`src/rtl/reg_err_demux_pkg.sv`:
```
// Shared register-interface types for the error-aware demux: bus request/response
// structs, address rules, FSM state encoding and sizing helpers.
package reg_err_demux_pkg;

  localparam int unsigned AddrWidth = 32;
  localparam int unsigned DataWidth = 32;
  localparam int unsigned StrbWidth = DataWidth / 8;
  localparam int unsigned RuleIdxWidth = 32;

  typedef logic [AddrWidth-1:0]    addr_t;
  typedef logic [DataWidth-1:0]    data_t;
  typedef logic [StrbWidth-1:0]    strb_t;
  typedef logic [RuleIdxWidth-1:0] rule_idx_t;

  typedef struct packed {
    addr_t addr;
    logic  write;
    data_t wdata;
    strb_t wstrb;
    logic  valid;
  } reg_req_t;

  typedef struct packed {
    data_t rdata;
    logic  error;
    logic  ready;
  } reg_rsp_t;

  typedef struct packed {
    rule_idx_t idx;
    addr_t     start_addr;
    addr_t     end_addr;
  } addr_rule_t;

  typedef enum logic [1:0] {
    StIdle = 2'd0,
    StFwd  = 2'd1,
    StErr  = 2'd2
  } demux_state_e;

  // Port-select width; a single target still needs one bit.
  function automatic int unsigned idx_width(input int unsigned num_ports);
    return (num_ports > 1) ? $clog2(num_ports) : 1;
  endfunction

  // Wait-counter width able to hold TimeoutCycles; at least one bit.
  function automatic int unsigned cnt_width(input int unsigned timeout_cycles);
    int unsigned w;
    w = $clog2(timeout_cycles + 1);
    return (w < 1) ? 1 : w;
  endfunction

endpackage

```
`src/rtl/reg_addr_decode.sv`:
```
// Combinational address decoder: first (lowest-numbered) matching rule selects the
// target; a winning rule pointing past the last port is reported as a miss.
module reg_addr_decode
  import reg_err_demux_pkg::*;
#(
  parameter int unsigned NumRules = 4,
  parameter int unsigned NumPorts = 4,
  parameter type         rule_t   = addr_rule_t
) (
  input  logic [AddrWidth-1:0]             addr,
  input  rule_t                            map [NumRules],
  output logic [idx_width(NumPorts)-1:0]   idx,
  output logic                             hit
);

  localparam int unsigned IdxWidth = idx_width(NumPorts);

  logic [NumRules-1:0] match;

  for (genvar gi = 0; gi < NumRules; gi++) begin : g_rule
    assign match[gi] = (addr >= map[gi].start_addr) && (addr < map[gi].end_addr);
  end

  // Walk from the highest rule down so the lowest matching rule is applied last.
  always_comb begin
    idx = '0;
    hit = 1'b0;
    for (int i = NumRules - 1; i >= 0; i--) begin
      if (match[i]) begin
        hit = (map[i].idx < RuleIdxWidth'(NumPorts));
        idx = hit ? IdxWidth'(map[i].idx) : '0;
      end
    end
  end

endmodule

```
`src/rtl/reg_err_demux.sv`:
```
// Register-bus demultiplexer: routes one upstream request to its decoded target and
// answers unmapped or stalled accesses with a single-cycle error response.
module reg_err_demux
  import reg_err_demux_pkg::*;
#(
  parameter int unsigned          NumPorts      = 4,
  parameter int unsigned          NumRules      = 4,
  parameter int unsigned          TimeoutCycles = 256,
  parameter logic [DataWidth-1:0] ErrData       = 32'hBADCAB1E,
  parameter type                  req_t         = reg_req_t,
  parameter type                  rsp_t         = reg_rsp_t,
  parameter type                  rule_t        = addr_rule_t
) (
  input  logic  clk_i,
  input  logic  rst_ni,
  input  req_t  in_req_i,
  output rsp_t  in_rsp_o,
  input  rule_t addr_map_i [NumRules],
  output req_t  out_req_o  [NumPorts],
  input  rsp_t  out_rsp_i  [NumPorts],
  output logic  decode_err_o,
  output logic  timeout_o
);

  localparam int unsigned IdxWidth  = idx_width(NumPorts);
  localparam int unsigned CntWidth  = cnt_width(TimeoutCycles);
  localparam bit          TimeoutEn = (TimeoutCycles != 0);
  localparam logic [CntWidth-1:0] CntLimit = CntWidth'(TimeoutEn ? TimeoutCycles - 1 : 0);
  localparam logic [CntWidth-1:0] CntMax   = '1;

  demux_state_e          state_reg;
  logic [IdxWidth-1:0]   sel_reg;
  logic [CntWidth-1:0]   cnt_reg;
  logic                  decode_err_reg;
  logic                  timeout_reg;

  logic [IdxWidth-1:0]   dec_idx;
  logic                  dec_hit;
  rsp_t                  sel_rsp;
  logic                  timeout_hit;
  logic [NumPorts-1:0]   port_sel;

  reg_addr_decode #(
    .NumRules (NumRules),
    .NumPorts (NumPorts),
    .rule_t   (rule_t)
  ) u_decode (
    .addr (in_req_i.addr),
    .map  (addr_map_i),
    .idx  (dec_idx),
    .hit  (dec_hit)
  );

  assign sel_rsp     = out_rsp_i[sel_reg];
  assign timeout_hit = TimeoutEn && (cnt_reg == CntLimit);

  always_ff @(posedge clk_i or negedge rst_ni) begin
    if (!rst_ni) begin
      state_reg      <= StIdle;
      sel_reg        <= '0;
      cnt_reg        <= '0;
      decode_err_reg <= 1'b0;
      timeout_reg    <= 1'b0;
    end else begin
      decode_err_reg <= 1'b0;
      timeout_reg    <= 1'b0;
      case (state_reg)
        StIdle: begin
          if (in_req_i.valid) begin
            sel_reg <= dec_idx;
            cnt_reg <= '0;
            if (dec_hit) begin
              state_reg <= StFwd;
            end else begin
              state_reg      <= StErr;
              decode_err_reg <= 1'b1;
            end
          end
        end
        StFwd: begin
          // A ready on the limit cycle still wins over the abort.
          if (sel_rsp.ready) begin
            state_reg <= StIdle;
          end else if (timeout_hit) begin
            state_reg   <= StErr;
            timeout_reg <= 1'b1;
          end else if (cnt_reg != CntMax) begin
            cnt_reg <= cnt_reg + 1'b1;
          end
        end
        StErr: begin
          state_reg <= StIdle;
        end
        default: begin
          state_reg <= StIdle;
        end
      endcase
    end
  end

  assign decode_err_o = decode_err_reg;
  assign timeout_o    = timeout_reg;

  always_comb begin
    in_rsp_o = '0;
    case (state_reg)
      StFwd: begin
        in_rsp_o = sel_rsp;
      end
      StErr: begin
        in_rsp_o.rdata = ErrData;
        in_rsp_o.error = 1'b1;
        in_rsp_o.ready = 1'b1;
      end
      default: begin
        in_rsp_o = '0;
      end
    endcase
  end

  // Every target sees the upstream fields; only the selected one sees valid.
  for (genvar gi = 0; gi < NumPorts; gi++) begin : g_port
    assign port_sel[gi] = (state_reg == StFwd) && (sel_reg == IdxWidth'(gi));

    always_comb begin
      out_req_o[gi]       = in_req_i;
      out_req_o[gi].valid = port_sel[gi];
    end
  end

endmodule

```
`config.mk`:
```
export PLATFORM = sky130hd
export DESIGN_NAME = reg_err_demux
export DESIGN_NICKNAME = d
export VERILOG_FILES = /design/src/rtl/reg_err_demux_pkg.sv /design/src/rtl/reg_addr_decode.sv /design/src/rtl/reg_err_demux.sv
export SDC_FILE = /design/constraint.sdc
export NUM_CORES = 1
export LEC_CHECK = 0
export ABC_AREA = 0
export ABC_CLOCK_PERIOD_IN_PS = 3000
export CORE_AREA = 5 5 346 348
export DETAILED_ROUTE_END_ITERATION = 12
export DIE_AREA = 0 0 351 353
export PLACE_DENSITY = 0.38
export SYNTH_ARGS = -nofsm -noshare
export SYNTH_HDL_FRONTEND = slang
export SYNTH_HIERARCHICAL = 1
export SYNTH_SLANG_ARGS = --single-unit
```
`constraint.sdc`:
```
create_clock -name clk_i -period 3 [get_ports clk_i]
set_input_delay 0.6 -clock clk_i [delete_from_list [all_inputs] [get_ports clk_i]]
set_output_delay 0.6 -clock clk_i [all_outputs]
set_load 0.1 [all_outputs]
```
==> summary.md, run 1 <==
| Metric | Value |
|---|---|
| Status | `finished, violations left` |
| Violated checks | `setup timing` |
| Max Freq | `just over 300 MHz` |
| Clk sinks | `15` |
| Starting Density | `9.221%` |
| Worst-Margin Slew | `800.6 ps` |
| Pin count of the biggest net entering global routing | `38` |
| Port bufs | `722` |
| Ranking of synthesized cells by area | `ha_1 (30%), buf_4 (19%), inv_1 (9.1%)` |
| Crit path DAT | `3390 ps` |
| RSZ-0062 raised after global routing | `yes` |
| Min-Delay Path Depth | `2` |
| RePlAce Congestion | `roughly 0.80` |
| Worst-skew pair later-pin latency | `~250 ps` |
| DRC | `0` |
| Most used DFF post-synth | `dfrtp_1` |
| Fillers | `12,840` |
| CP startpoint kind | `primary input` |
| Fin crit period | `roughly 3300 ps` |
| Initial antenna violation count | `39` |
| FF+latch count, synth | `15` |
| Post-synthesis instance total | `1,412` |
| Ys Warns | `6` |
| CTS H-Tree Depth | `1` |
| Finished Layout Cells | `between 3,000 and 4,000` |
| Period utilization | `108.7%` |
| CP max-delay cell | `clkdlybuf4s50_1` |
| Global route total overflow | `0` |
| CTS tree | `built` |
| Pre-antenna DRT Iters | `4` |
| Via count | `about 12,000` |
| Slew Limit Fails | `0` |
| Vias in the first global route | `around 14,000` |
| Vias per cell | `about 3.4` |
| Critical Path Fanout Max | `2` |
| Largest family of logic cells by synthesized area | `adder cells` |
| Asr flop ratio synth | `100.0%` |
| Buffers & Inverters on Critical Path | `5` |
| CP Cell Sequence | `clkdlybuf4s50_1 -> inv_1 -> ha_4 -> buf_4 -> nand4_1 -> nor2_8 -> nand2_2 -> nor4_2 -> a221o_2 -> a221oi_4 -> buf_6 -> buf_4 -> a221oi_2 -> o32ai_1 -> mux2_4` |
| Skew final | `4.610 ps` |
| Leakage | `10.35 nW` |
| # rows | `around 130` |
| Leading area contributor after synthesis | `ha_1` |
| Cts hold-fix bufs | `0` |
| Post-synthesis instance area | `10,690 um2` |
| Adder-Cell Fraction of Synth Area | `30.21%` |
| Final wirelength | `77,540 um` |
| CP delay by family, top | `buffers and inverters` |
| Setup TNS | `-1104 ps` |
| Crit path required time | `3130 ps` |
| Max rail drop VDD | `between 0.0002 and 0.0003 V` |
| Critical Path Stages | `15` |
| Root Driver | `clkbuf_16` |
| First-pass GRT wire length | `about 100,000 um` |
| Detailed Place HPWL | `around 70,000 um` |
| Cell area power density | `310.2 nW/um2` |
| Final Net Count | `between 2,000 and 3,000` |
| Worst Hold Class | `flip-flop to flip-flop` |
| Critical path class | `primary input to flip-flop` |
| Synth Area in Compound Gates | `around 14%` |
| Nature of the critical path endpoint | `flip-flop` |
| Layout cells sized above 1 | `between 30% and 40%` |
| Number of buffers created by CTS | `3` |
| Post-synthesis cell type count | `61` |
| Area delta synth->final | `117.2%` |
| Most used cell along the critical path | `buf_4` |
| Total GRT Usage | `between 10% and 20%` |
| Final ANT Viol Nets | `0` |
| Max FFs per register | `9` |
| Final worst slack | `-259.8 ps` |
| Clock slew at reported path FFs | `50 ps` |
| Syn Area/Cell | `approximately 7.6 um2` |
| Initial DRC count | `340` |
| I/O Pins | `908` |
| Sequential fraction of the synthesis area | `between 3 and 4%` |
| Die height | `353 um` |
| Slew margin rel. | `a little under half` |
| Mux cell area share after synthesis | `between 7 and 8%` |
| CORE AREA | `115,900 um2` |
| Utilization after layout | `20.02%` |
| Final Hold Fails | `0` |
| Worst reg-to-reg path cell count | `8` |
| Placed Instances | `approximately 3,600` |
| Synth Area in XOR/XNOR | `0%` |
| Longest Clk Path Bufs | `2` |
| Syn Nets | `2,262` |
| Die Area | `between 100,000 and 150,000 um2` |
| Max stage delay on crit path | `between 400 and 500 ps` |
| Simple-gate portion of the synthesized area | `15.47%` |
| WL per Instance | `21.38 um` |
| Yosys top cell area share | `a little under a third` |
| Die width | `351 um` |
| Number of synthesized flops with an enable pin | `0` |
| Final setup vio count | `5` |
| Max Cap Viol | `0` |
[kinds of logic (layout without fill, tap and decap cells)]
logic type	Yosys count	after routing
mux	36	36
simple gates	317	317
compound gates	231	231
fa+ha+maj	258	258
buf+inv	555	1228
flops	15	15
other cells	0	18
[Yosys cell counts, types with 26 or more instances]
master,number
a21oi_1,80
nand3_1,42
a21o_1,31
nand2_1,85
nand4_1,39
nor2_1,46
mux4_2,34
buf_4,277
inv_1,258
o21ai_0,26
nor4_1,34
ha_1,258
[layout make-up]
type                    instances  area (um2)  share of cell area [%]
clock buffers                   4       78.83                  0.3397
well taps                    1524        1907                   8.217
flip-flops and latches         15       377.9                   1.628
multi-input cells             842        8793                   37.89
repair buffers                966       11040                   47.56
diodes                         18       45.04                  0.1941
inverters                     258       968.4                   4.173
[power by group]
part	internal, mW	switching, mW	total [mW]	leakage [nW]
sequential	0.229	0.0840	0.313	0.202
combinational	2.81	3.80	6.62	10.1
clock	0.180	0.0883	0.269	0.0383
total	3.22	3.98	7.20	10.4
[tightest hold or removal path, cell delays in order (launching register included)]
cell     delay (ps)
dfrtp_1         380
nand2_1          70
nand3_1          60
[per-stage QoR]
| step | area (um2) | hold slack (ps) | total power [mW] | worst slack, ps |
|---|---|---|---|---|
| after detailed placement | 20970 | 530.3 | 6.694 | -1536 |
| final | 23210 | 534.8 | 7.200 | -259.8 |
| after global placement | 20970 | 509.1 | 6.712 | -1585 |
| after floorplan | 10700 | 304.4 | 4.632 | 45.94 |
| after global routing | 23190 | 564.7 | 7.617 | -384.9 |
| after CTS | 22860 | 538.7 | 7.284 | -257.7 |
[cells in the final DEF, fill, tap and decap left out, types with 10 or more instances in the layout]
| cell | n |
|---|---|
| nand4_1 | 39 |
| nor2_1 | 37 |
| dlygate4sd2_1 | 85 |
| dfrtp_1 | 13 |
| a21oi_2 | 28 |
| inv_1 | 197 |
| o21ai_1 | 19 |
| a21oi_1 | 50 |
| inv_2 | 61 |
| clkdlybuf4s15_1 | 10 |
| dlymetal6s2s_1 | 15 |
| nor4_1 | 25 |
| clkdlybuf4s50_1 | 423 |
| nand3_1 | 41 |
| ha_1 | 175 |
| buf_6 | 34 |
| diode_2 | 18 |
| nand2_1 | 77 |
| buf_12 | 188 |
| a21o_1 | 31 |
| o21ai_0 | 13 |
| ha_2 | 10 |
| ha_4 | 73 |
| mux4_2 | 34 |
| and3_1 | 18 |
| buf_4 | 189 |
[final timing paths]
| kind | from | end | slack (ps) |
|---|---|---|---|
| max | addr_map_i[25] | sel_reg[1]$_DFFE_PN0P_ | -260 |
| min | cnt_reg[4]$_DFFE_PN0P_ | cnt_reg[4]$_DFFE_PN0P_ | 530 |
| max reg2reg | cnt_reg[2]$_DFFE_PN0P_ | cnt_reg[4]$_DFFE_PN0P_ | 370 |
| min reg2reg | cnt_reg[4]$_DFFE_PN0P_ | cnt_reg[4]$_DFFE_PN0P_ | 530 |
| max in group asynchronous | rst_ni | sel_reg[1]$_DFFE_PN0P_ | 1630 |
| min in group asynchronous | rst_ni | cnt_reg[3]$_DFFE_PN0P_ | 820 |
[timing repair]
action / CTS / global route
resized for setup: 468 / 78
pin swaps: 124 / 23
setup buffers: 41 / 4
endpoints found under the setup margin: 5 / 5
[layer usage]
metal	routed length [um]	part of all wire, %	global-route usage [%]
met1	29610	38	12.97
met2	39410	51	22.12
met3	7015	9.0	3.961
met4	1345	1.7	2.322
met5	155	0.20	0
Note: power is estimated with default switching activity, not from simulation.
==> run 2: changes to the inputs <==
--- a/config.mk
+++ b/config.mk
@@ -13,5 +13,4 @@
 export PLACE_DENSITY = 0.38
 export SYNTH_ARGS = -nofsm -noshare
 export SYNTH_HDL_FRONTEND = slang
-export SYNTH_HIERARCHICAL = 1
 export SYNTH_SLANG_ARGS = --single-unit
==> run 2 against run 1 <==
  * The flow still finishes with violations (setup timing)
  * Cell count down 0.80%
  * Register-to-register slack better by 230 ps
  * Synthesized cell count about the same
  * Critical path type unchanged
  * Sequential cell count unchanged
  * Utilization down 1.1 points
  * Maximum frequency up 3.6%
  * Clock-buffer cell count down 1
  * Synthesized area down 0.35%
  * Clock power about the same
  * Largest cell class unchanged
==> summary.md, run 2 <==
| Metric | Value |
|---|---|
| Status | `finished, violations left` |
| Violated checks | `setup timing` |
| Fillers | `12,940 (+0.79%)` |
| CTS H-Tree Depth | `1 (unchanged)` |
| Syn Nets | `2,263 (+0.044%)` |
| Final setup vio count | `5 (unchanged)` |
| Final ANT Viol Nets | `0 (unchanged)` |
| Max rail drop VDD | `0.0003987 V (+50%)` |
| Longest Clk Path Bufs | `2 (unchanged)` |
| Max Freq | `317.7 MHz (+3.6%)` |
| Placed instance area | `20,950 um2 (-0.14%)` |
| Final worst slack | `-148.0 ps (+111.8 ps)` |
| Clock slew at reported path FFs | `50 ps (about the same)` |
| Pin count of the biggest net entering global routing | `29 (-24%)` |
| Root Driver | `clkbuf_16` |
| Initial DRC count | `341 (+0.29%)` |
| Final Net Count | `2,909 (-0.92%)` |
| Ranking of synthesized cells by area | `ha_1 (30%), buf_4 (19%), inv_1 (9.1%)` |
| Fin crit period | `3148 ps (-111.8 ps)` |
| Syn Area/Cell | `7.536 um2 (-0.42%)` |
| Yosys top cell area share | `30.31% (+0.11 points)` |
| Total GRT Usage | `12.98% (+1.1 points)` |
| Layout cells sized above 1 | `25.70% (-9.8 points)` |
| DRC | `0 (unchanged)` |
| Via count | `12,190 (-0.77%)` |
| Most common cell after layout, fill and taps aside | `clkdlybuf4s50_1` |
| RePlAce Congestion | `0.8062 (+0.85%)` |
| Cts hold-fix bufs | `0 (unchanged)` |
| Slew margin rel. | `49.41% (+3.0 points)` |
| Commonest cells post-synth | `buf_4 (276), ha_1 (258), inv_1 (257)` |
| Vias in the first global route | `13,340 (-2.9%)` |
| Commonest non-fill, non-tap cells in the layout | `clkdlybuf4s50_1 (510), inv_1 (242), ha_1 (233), buf_12 (182), buf_4 (179)` |
| Vias per cell | `3.389 (about the same)` |
| RSZ-0062 raised after global routing | `yes` |
| I/O Pins | `908 (unchanged)` |
| # rows | `125 (unchanged)` |
| Nature of the critical path endpoint | `flip-flop` |
| Final wirelength | `84,850 um (+9.4%)` |
| Max Cap Viol | `0 (unchanged)` |
| Detailed Place HPWL | `79,380 um (+13%)` |
| Setup TNS | `-559.3 ps (+544.8 ps)` |
| Sequential fraction of the synthesis area | `3.525% (+0.012 points)` |
| Post-synthesis cell type count | `60 (-1.6%)` |
| Clk sinks | `15 (unchanged)` |
| Worst Hold Class | `flip-flop to flip-flop` |
| CP startpoint kind | `primary input` |
| Starting Density | `9.189% (-0.032 points)` |
| Number of buffers created by CTS | `3 (unchanged)` |
| Post-synthesis instance total | `1,413 (+0.071%)` |
| FF+latch count, synth | `15 (unchanged)` |
| Worst-Margin Slew | `756.4 ps (-44.17 ps)` |
| Pre-antenna DRT Iters | `4 (unchanged)` |
| Design area | `21,940 um2 (-5.5%)` |
| Cell area power density | `290.2 nW/um2 (-6.4%)` |
| Die width | `351 um (unchanged)` |
| Port bufs | `722 (unchanged)` |
| Leakage | `9.917 nW (-4.2%)` |
| Most used DFF post-synth | `dfrtp_1` |
| Final Hold Fails | `0 (unchanged)` |
| Critical path class | `primary input to flip-flop` |
| Initial antenna violation count | `52 (+33%)` |
| Max FFs per register | `9 (unchanged)` |
| Crit path DAT | `3290 ps (-100 ps)` |
| Leading area contributor after synthesis | `ha_1` |
| Asr flop ratio synth | `100.0% (unchanged)` |
| Area delta synth->final | `106.0%` |
| Slew Limit Fails | `0 (unchanged)` |
| Crit path required time | `3140 ps (about the same)` |
| WL per Instance | `23.58 um (+10%)` |
| First-pass GRT wire length | `111,400 um (+7.7%)` |
| Global route total overflow | `0 (unchanged)` |
| CORE AREA | `115,900 um2 (unchanged)` |
| Critical Path Fanout Max | `4 (+2)` |
| Period utilization | `104.9% (-3.7 points)` |
| CTS tree | `built` |
| Cell with the most instances after synthesis | `buf_4` |
| Post-synthesis instance area | `10,650 um2 (-0.35%)` |
| Utilization after layout | `18.93% (-1.1 points)` |
| Skew final | `2.732 ps (-1.878 ps)` |
| Worst-skew pair later-pin latency | `250 ps (about the same)` |
| Ys Warns | `0 (-6)` |
| Number of synthesized flops with an enable pin | `0 (unchanged)` |
| Die height | `353 um (unchanged)` |
| Post-route worst hold slack | `547.4 ps (+12.64 ps)` |
| Die Area | `123,900 um2 (unchanged)` |
==> run 2: changes by cell type after synthesis, moves of 5 or more <==
cell      delta
a21o_1      -11
o21ai_0     +26
a211oi_1     -5
o21ai_1     -14
a21oi_1      +8
xor2_1       +5
==> run 2: final timing paths <==
| path | from | to | slack [ps] | cells after the start |
|---|---|---|---|---|
| setup / recovery | addr_map_i[158] | state_reg[1]$_DFFE_PN0P_ | -150 | 14 |
| hold / removal | cnt_reg[7]$_DFFE_PN0P_ | cnt_reg[7]$_DFFE_PN0P_ | 550 | 2 |
| hold reg to reg | cnt_reg[7]$_DFFE_PN0P_ | cnt_reg[7]$_DFFE_PN0P_ | 550 | 2 |
| setup reg to reg | cnt_reg[0]$_DFFE_PN0P_ | cnt_reg[7]$_DFFE_PN0P_ | 600 | 11 |
| min in group asynchronous | rst_ni | timeout_o$_DFF_PN0_ | 790 | 1 |
| max in group asynchronous | rst_ni | sel_reg[0]$_DFFE_PN0P_ | 1680 | 1 |
==> run 2: final cells by class <==
cell class                      instances  area, um2  share of cell area, %
Clock inverter                          1      5.005                0.02281
Inverter                              257      967.2                  4.408
Multi-Input combinational cell        846       7814                  35.61
Tap cell                             1524       1907                  8.691
Sequential cell                        15      377.9                  1.722
Clock buffer                            3      75.07                 0.3422
Antenna cell                           16      40.04                 0.1825
Timing Repair Buffer                  936      10760                  49.02
==> run 2: logic make-up after synthesis <==
logic type	after synthesis	synth area share (%)
buffers and inverters	552	29.21
adders and majority gates	258	30.31
and+or+nand+nor	319	15.59
xor gates and xnor gates	6	0.4935
muxes	35	7.285
DFF	15	3.525
AOI/OAI and AO/OA	228	13.58
==> run 2: stage by stage <==
stage / instances / setup WS [ps] / total power, mW
floorplan: 1413 / 130.3 / 4.114
global placement: 3564 / -1610 / 6.024
detailed placement: 3564 / -1494 / 6.027
CTS: 3582 / -199.3 / 6.445
global route: 3587 / -267.5 / 6.713
finish: 3598 / -148.0 / 6.368
==> run 2: routing by layer <==
layer	part of all wire, %	vias to the layer above	track usage (%)
li1	-	5955	-
met1	37	5499	13.93
met2	52	622	24.78
met3	9.7	89	4.866
met4	0.75	28	1.421
met5	0.21	-	0
==> run 2: timing repair <==
item                       CTS  global route
pin swaps                   47            26
buffers inserted            17             3
gates resized for setup    166            38
setup endpoints to repair    5             5
==> run 2: power breakdown <==
part           internal (mW)  total [mW]  switching, mW  leakage, nW
Combinational           2.37        5.87           3.50         9.67
Clock                  0.179       0.271         0.0927       0.0410
Sequential             0.218       0.231         0.0136        0.203
Total                   2.76        6.37           3.60         9.92
==> run 2: worst max-delay path, stage by stage <==
cell             delay (ps)
clkdlybuf4s50_1         460
inv_1                    70
ha_1                    320
buf_4                   160
a21oi_1                 150
nand2_1                  70
a21oi_1                 290
buf_4                   180
o211ai_2                110
a211oi_4                220
buf_12                  160
o311a_4                 190
o311ai_4                100
a31o_1                  210
==> run 3: changes to the inputs <==
--- a/config.mk
+++ b/config.mk
@@ -11,6 +11,7 @@
 export DETAILED_ROUTE_END_ITERATION = 12
 export DIE_AREA = 0 0 351 353
 export PLACE_DENSITY = 0.38
+export SLEW_MARGIN = 20
 export SYNTH_ARGS = -nofsm -noshare
 export SYNTH_HDL_FRONTEND = slang
 export SYNTH_SLANG_ARGS = --single-unit
==> run 3 against run 2 <==
  * The run still ends with setup timing left
  * Via count increased by 1.9%
  * Critical path depth decreased by 3
  * Clock-buffer cell count unchanged
  * Hold slack got worse by 3.1 ps
  * First-iteration DRC count decreased by 8.5%
  * Worst setup slack improved by 150 ps
  * Sequential share of layout area decreased by 0.091 points
  * Routed wire length increased by 1.3%
  * Cell count increased by 0.56%
  * Global-route usage increased by 0.13 points
  * Critical endpoint unchanged
==> summary.md, run 3 (synthesized netlist as in run 2, its figures left out) <==
| Metric | Value |
|---|---|
| Status | `finished, violations left` |
| Violated checks | `setup timing` |
| Pre-CTS setup slack | `-1090 ps (+403.6 ps)` |
| Total GRT Usage | `13.11% (+0.13 points)` |
| CORE AREA | `115,900 um2 (unchanged)` |
| Die Area | `123,900 um2 (unchanged)` |
| Cell area power density | `285.2 nW/um2 (-1.7%)` |
| I/O Pins | `908 (unchanged)` |
| Critical Path Fanout Max | `3 (-1)` |
| Pre-antenna DRT Iters | `4 (unchanged)` |
| Setup TNS | `-2.955 ps (+556.4 ps)` |
| Initial antenna violation count | `59 (+13%)` |
| RePlAce Congestion | `0.8062 (unchanged)` |
| Clk sinks | `15 (unchanged)` |
| Initial DRC count | `312 (-8.5%)` |
| Nature of the critical path endpoint | `flip-flop` |
| Via count | `12,430 (+1.9%)` |
| Period utilization | `100.1% (-4.8 points)` |
| # rows | `125 (unchanged)` |
| Final wirelength | `85,940 um (+1.3%)` |
| CTS tree | `built` |
| Max rail drop VDD | `0.0004138 V (+3.8%)` |
| Final worst slack | `-2.955 ps (+145.1 ps)` |
| Area delta synth->final | `117.5%` |
| Longest Clk Path Bufs | `2 (unchanged)` |
| Most common cell after layout, fill and taps aside | `clkdlybuf4s50_1` |
| Worst Hold Class | `flip-flop to flip-flop` |
| Max Cap Viol | `0 (unchanged)` |
| Number of buffers created by CTS | `3 (unchanged)` |
| Final ANT Viol Nets | `0 (unchanged)` |
| Fin crit period | `3003 ps (-145.1 ps)` |
| GR Util met1 | `13.92% (about the same)` |
| Skew final | `4.832 ps (+2.100 ps)` |
| Final Net Count | `2,927 (+0.62%)` |
| Commonest non-fill, non-tap cells in the layout | `clkdlybuf4s50_1 (468), inv_1 (210), buf_12 (188), buf_4 (184), ha_1 (183)` |
| Global route total overflow | `0 (unchanged)` |
| Slew Limit Fails | `0 (unchanged)` |
| Critical path class | `primary input to flip-flop` |
| Detailed Place HPWL | `79,130 um (-0.32%)` |
| Die width | `351 um (unchanged)` |
| Worst-Margin Slew | `713.4 ps (-43.06 ps)` |
| Leakage | `10.15 nW (+2.3%)` |
| CP max-delay cell | `or4_4` |
| Final setup vio count | `1 (-4)` |
| CP Cell Sequence | `clkdlybuf4s50_1 -> inv_1 -> ha_1 -> nand2_4 -> or4_4 -> o21ai_2 -> buf_6 -> a2111o_1 -> o311a_4 -> o311ai_4 -> a31o_1` |
| Clock slew at reported path FFs | `50 ps (about the same)` |
| RSZ-0062 raised after global routing | `yes` |
| Port bufs | `722 (unchanged)` |
| First-pass GRT wire length | `112,900 um (+1.4%)` |
| Final Hold Fails | `0 (unchanged)` |
| Slew margin rel. | `52.29% (+2.9 points)` |
| Vias in the first global route | `13,680 (+2.6%)` |
| Max Freq | `333.0 MHz (+4.8%)` |
| DRC | `0 (unchanged)` |
| Placed Instances | `3,564 (unchanged)` |
| Pin count of the biggest net entering global routing | `29 (unchanged)` |
| Layout cells sized above 1 | `34.44% (+8.7 points)` |
| Root Driver | `clkbuf_16` |
| Grt met2 use | `25.54% (+0.75 points)` |
| Max stage delay on crit path | `570 ps (+110 ps)` |
| Crit path required time | `3140 ps (about the same)` |
| Starting Density | `9.189% (unchanged)` |
| WL per Instance | `23.75 um (+0.72%)` |
| GRT Max-Usage Layer | `met2` |
| Finished Layout Cells | `3,618 (+0.56%)` |
| Vias per cell | `3.435 (+1.4%)` |
| CP startpoint kind | `primary input` |
| Worst-skew pair later-pin latency | `250 ps (about the same)` |
| Utilization after layout | `19.99% (+1.1 points)` |
| Max FFs per register | `9 (unchanged)` |
| Die height | `353 um (unchanged)` |
| Post-route worst hold slack | `544.3 ps (-3.084 ps)` |
| Met3 usage | `4.803% (-0.063 points)` |
| Crit path DAT | `3140 ps (-150 ps)` |
| Fillers | `12,910 (-0.27%)` |
| CTS H-Tree Depth | `1 (unchanged)` |
[run 3: cell type report]
cell class | count | area, um2 | area share, %
inverter | 257 | 967.2 | 4.176
antenna | 18 | 45.04 | 0.1945
sequential | 15 | 377.9 | 1.631
timing repair buffer | 954 | 10920 | 47.13
tap | 1524 | 1907 | 8.233
clock inverter | 1 | 5.005 | 0.02161
multi-input combinational | 846 | 8870 | 38.29
clock buffer | 3 | 75.07 | 0.3241
[run 3: critical path: cells and delay by family]
family	cells	cell delay, ps
adders and majority gates	1	300
and+or+nand+nor	2	640
buffers and inverters	3	670
AOI/OAI and AO/OA	5	920
[run 3: final timing paths]
kind	startpoint	end	slack, ps	cells past startpoint
max	addr_map_i[46]	state_reg[1]$_DFFE_PN0P_	-3	11
min	cnt_reg[6]$_DFFE_PN0P_	cnt_reg[6]$_DFFE_PN0P_	540	2
max reg2reg	sel_reg[0]$_DFFE_PN0P_	cnt_reg[7]$_DFFE_PN0P_	590	8
min reg2reg	cnt_reg[6]$_DFFE_PN0P_	cnt_reg[6]$_DFFE_PN0P_	540	2
max in group asynchronous	rst_ni	sel_reg[0]$_DFFE_PN0P_	1720	1
min in group asynchronous	rst_ni	cnt_reg[4]$_DFFE_PN0P_	780	1
[run 3: power breakdown]
part | internal [mW] | total (mW) | switching, mW
clock | 0.178 | 0.268 | 0.0894
combinational | 2.49 | 6.11 | 3.61
sequential | 0.218 | 0.231 | 0.0132
total | 2.89 | 6.60 | 3.72
[run 3: layer usage]
layer  vias up  wire (um)
met2       615      45110
met5         -        218
met4        36        959
li1       5997          -
met1      5675      31030
met3       105       8624
[run 3: what timing repair did]
item	CTS	global route
pin swaps	104	56
hold buffers	0	0
endpoints found under the setup margin	5	5
setup buffers	23	19
resized for setup	404	106
[run 3: through the flow]
stage	cell area [um2]	total power, mW
after detailed placement	20950	6.022
after global placement	20950	6.024
after floorplan	10660	4.114
after global routing	23130	6.959
final	23160	6.605
after CTS	22460	6.569
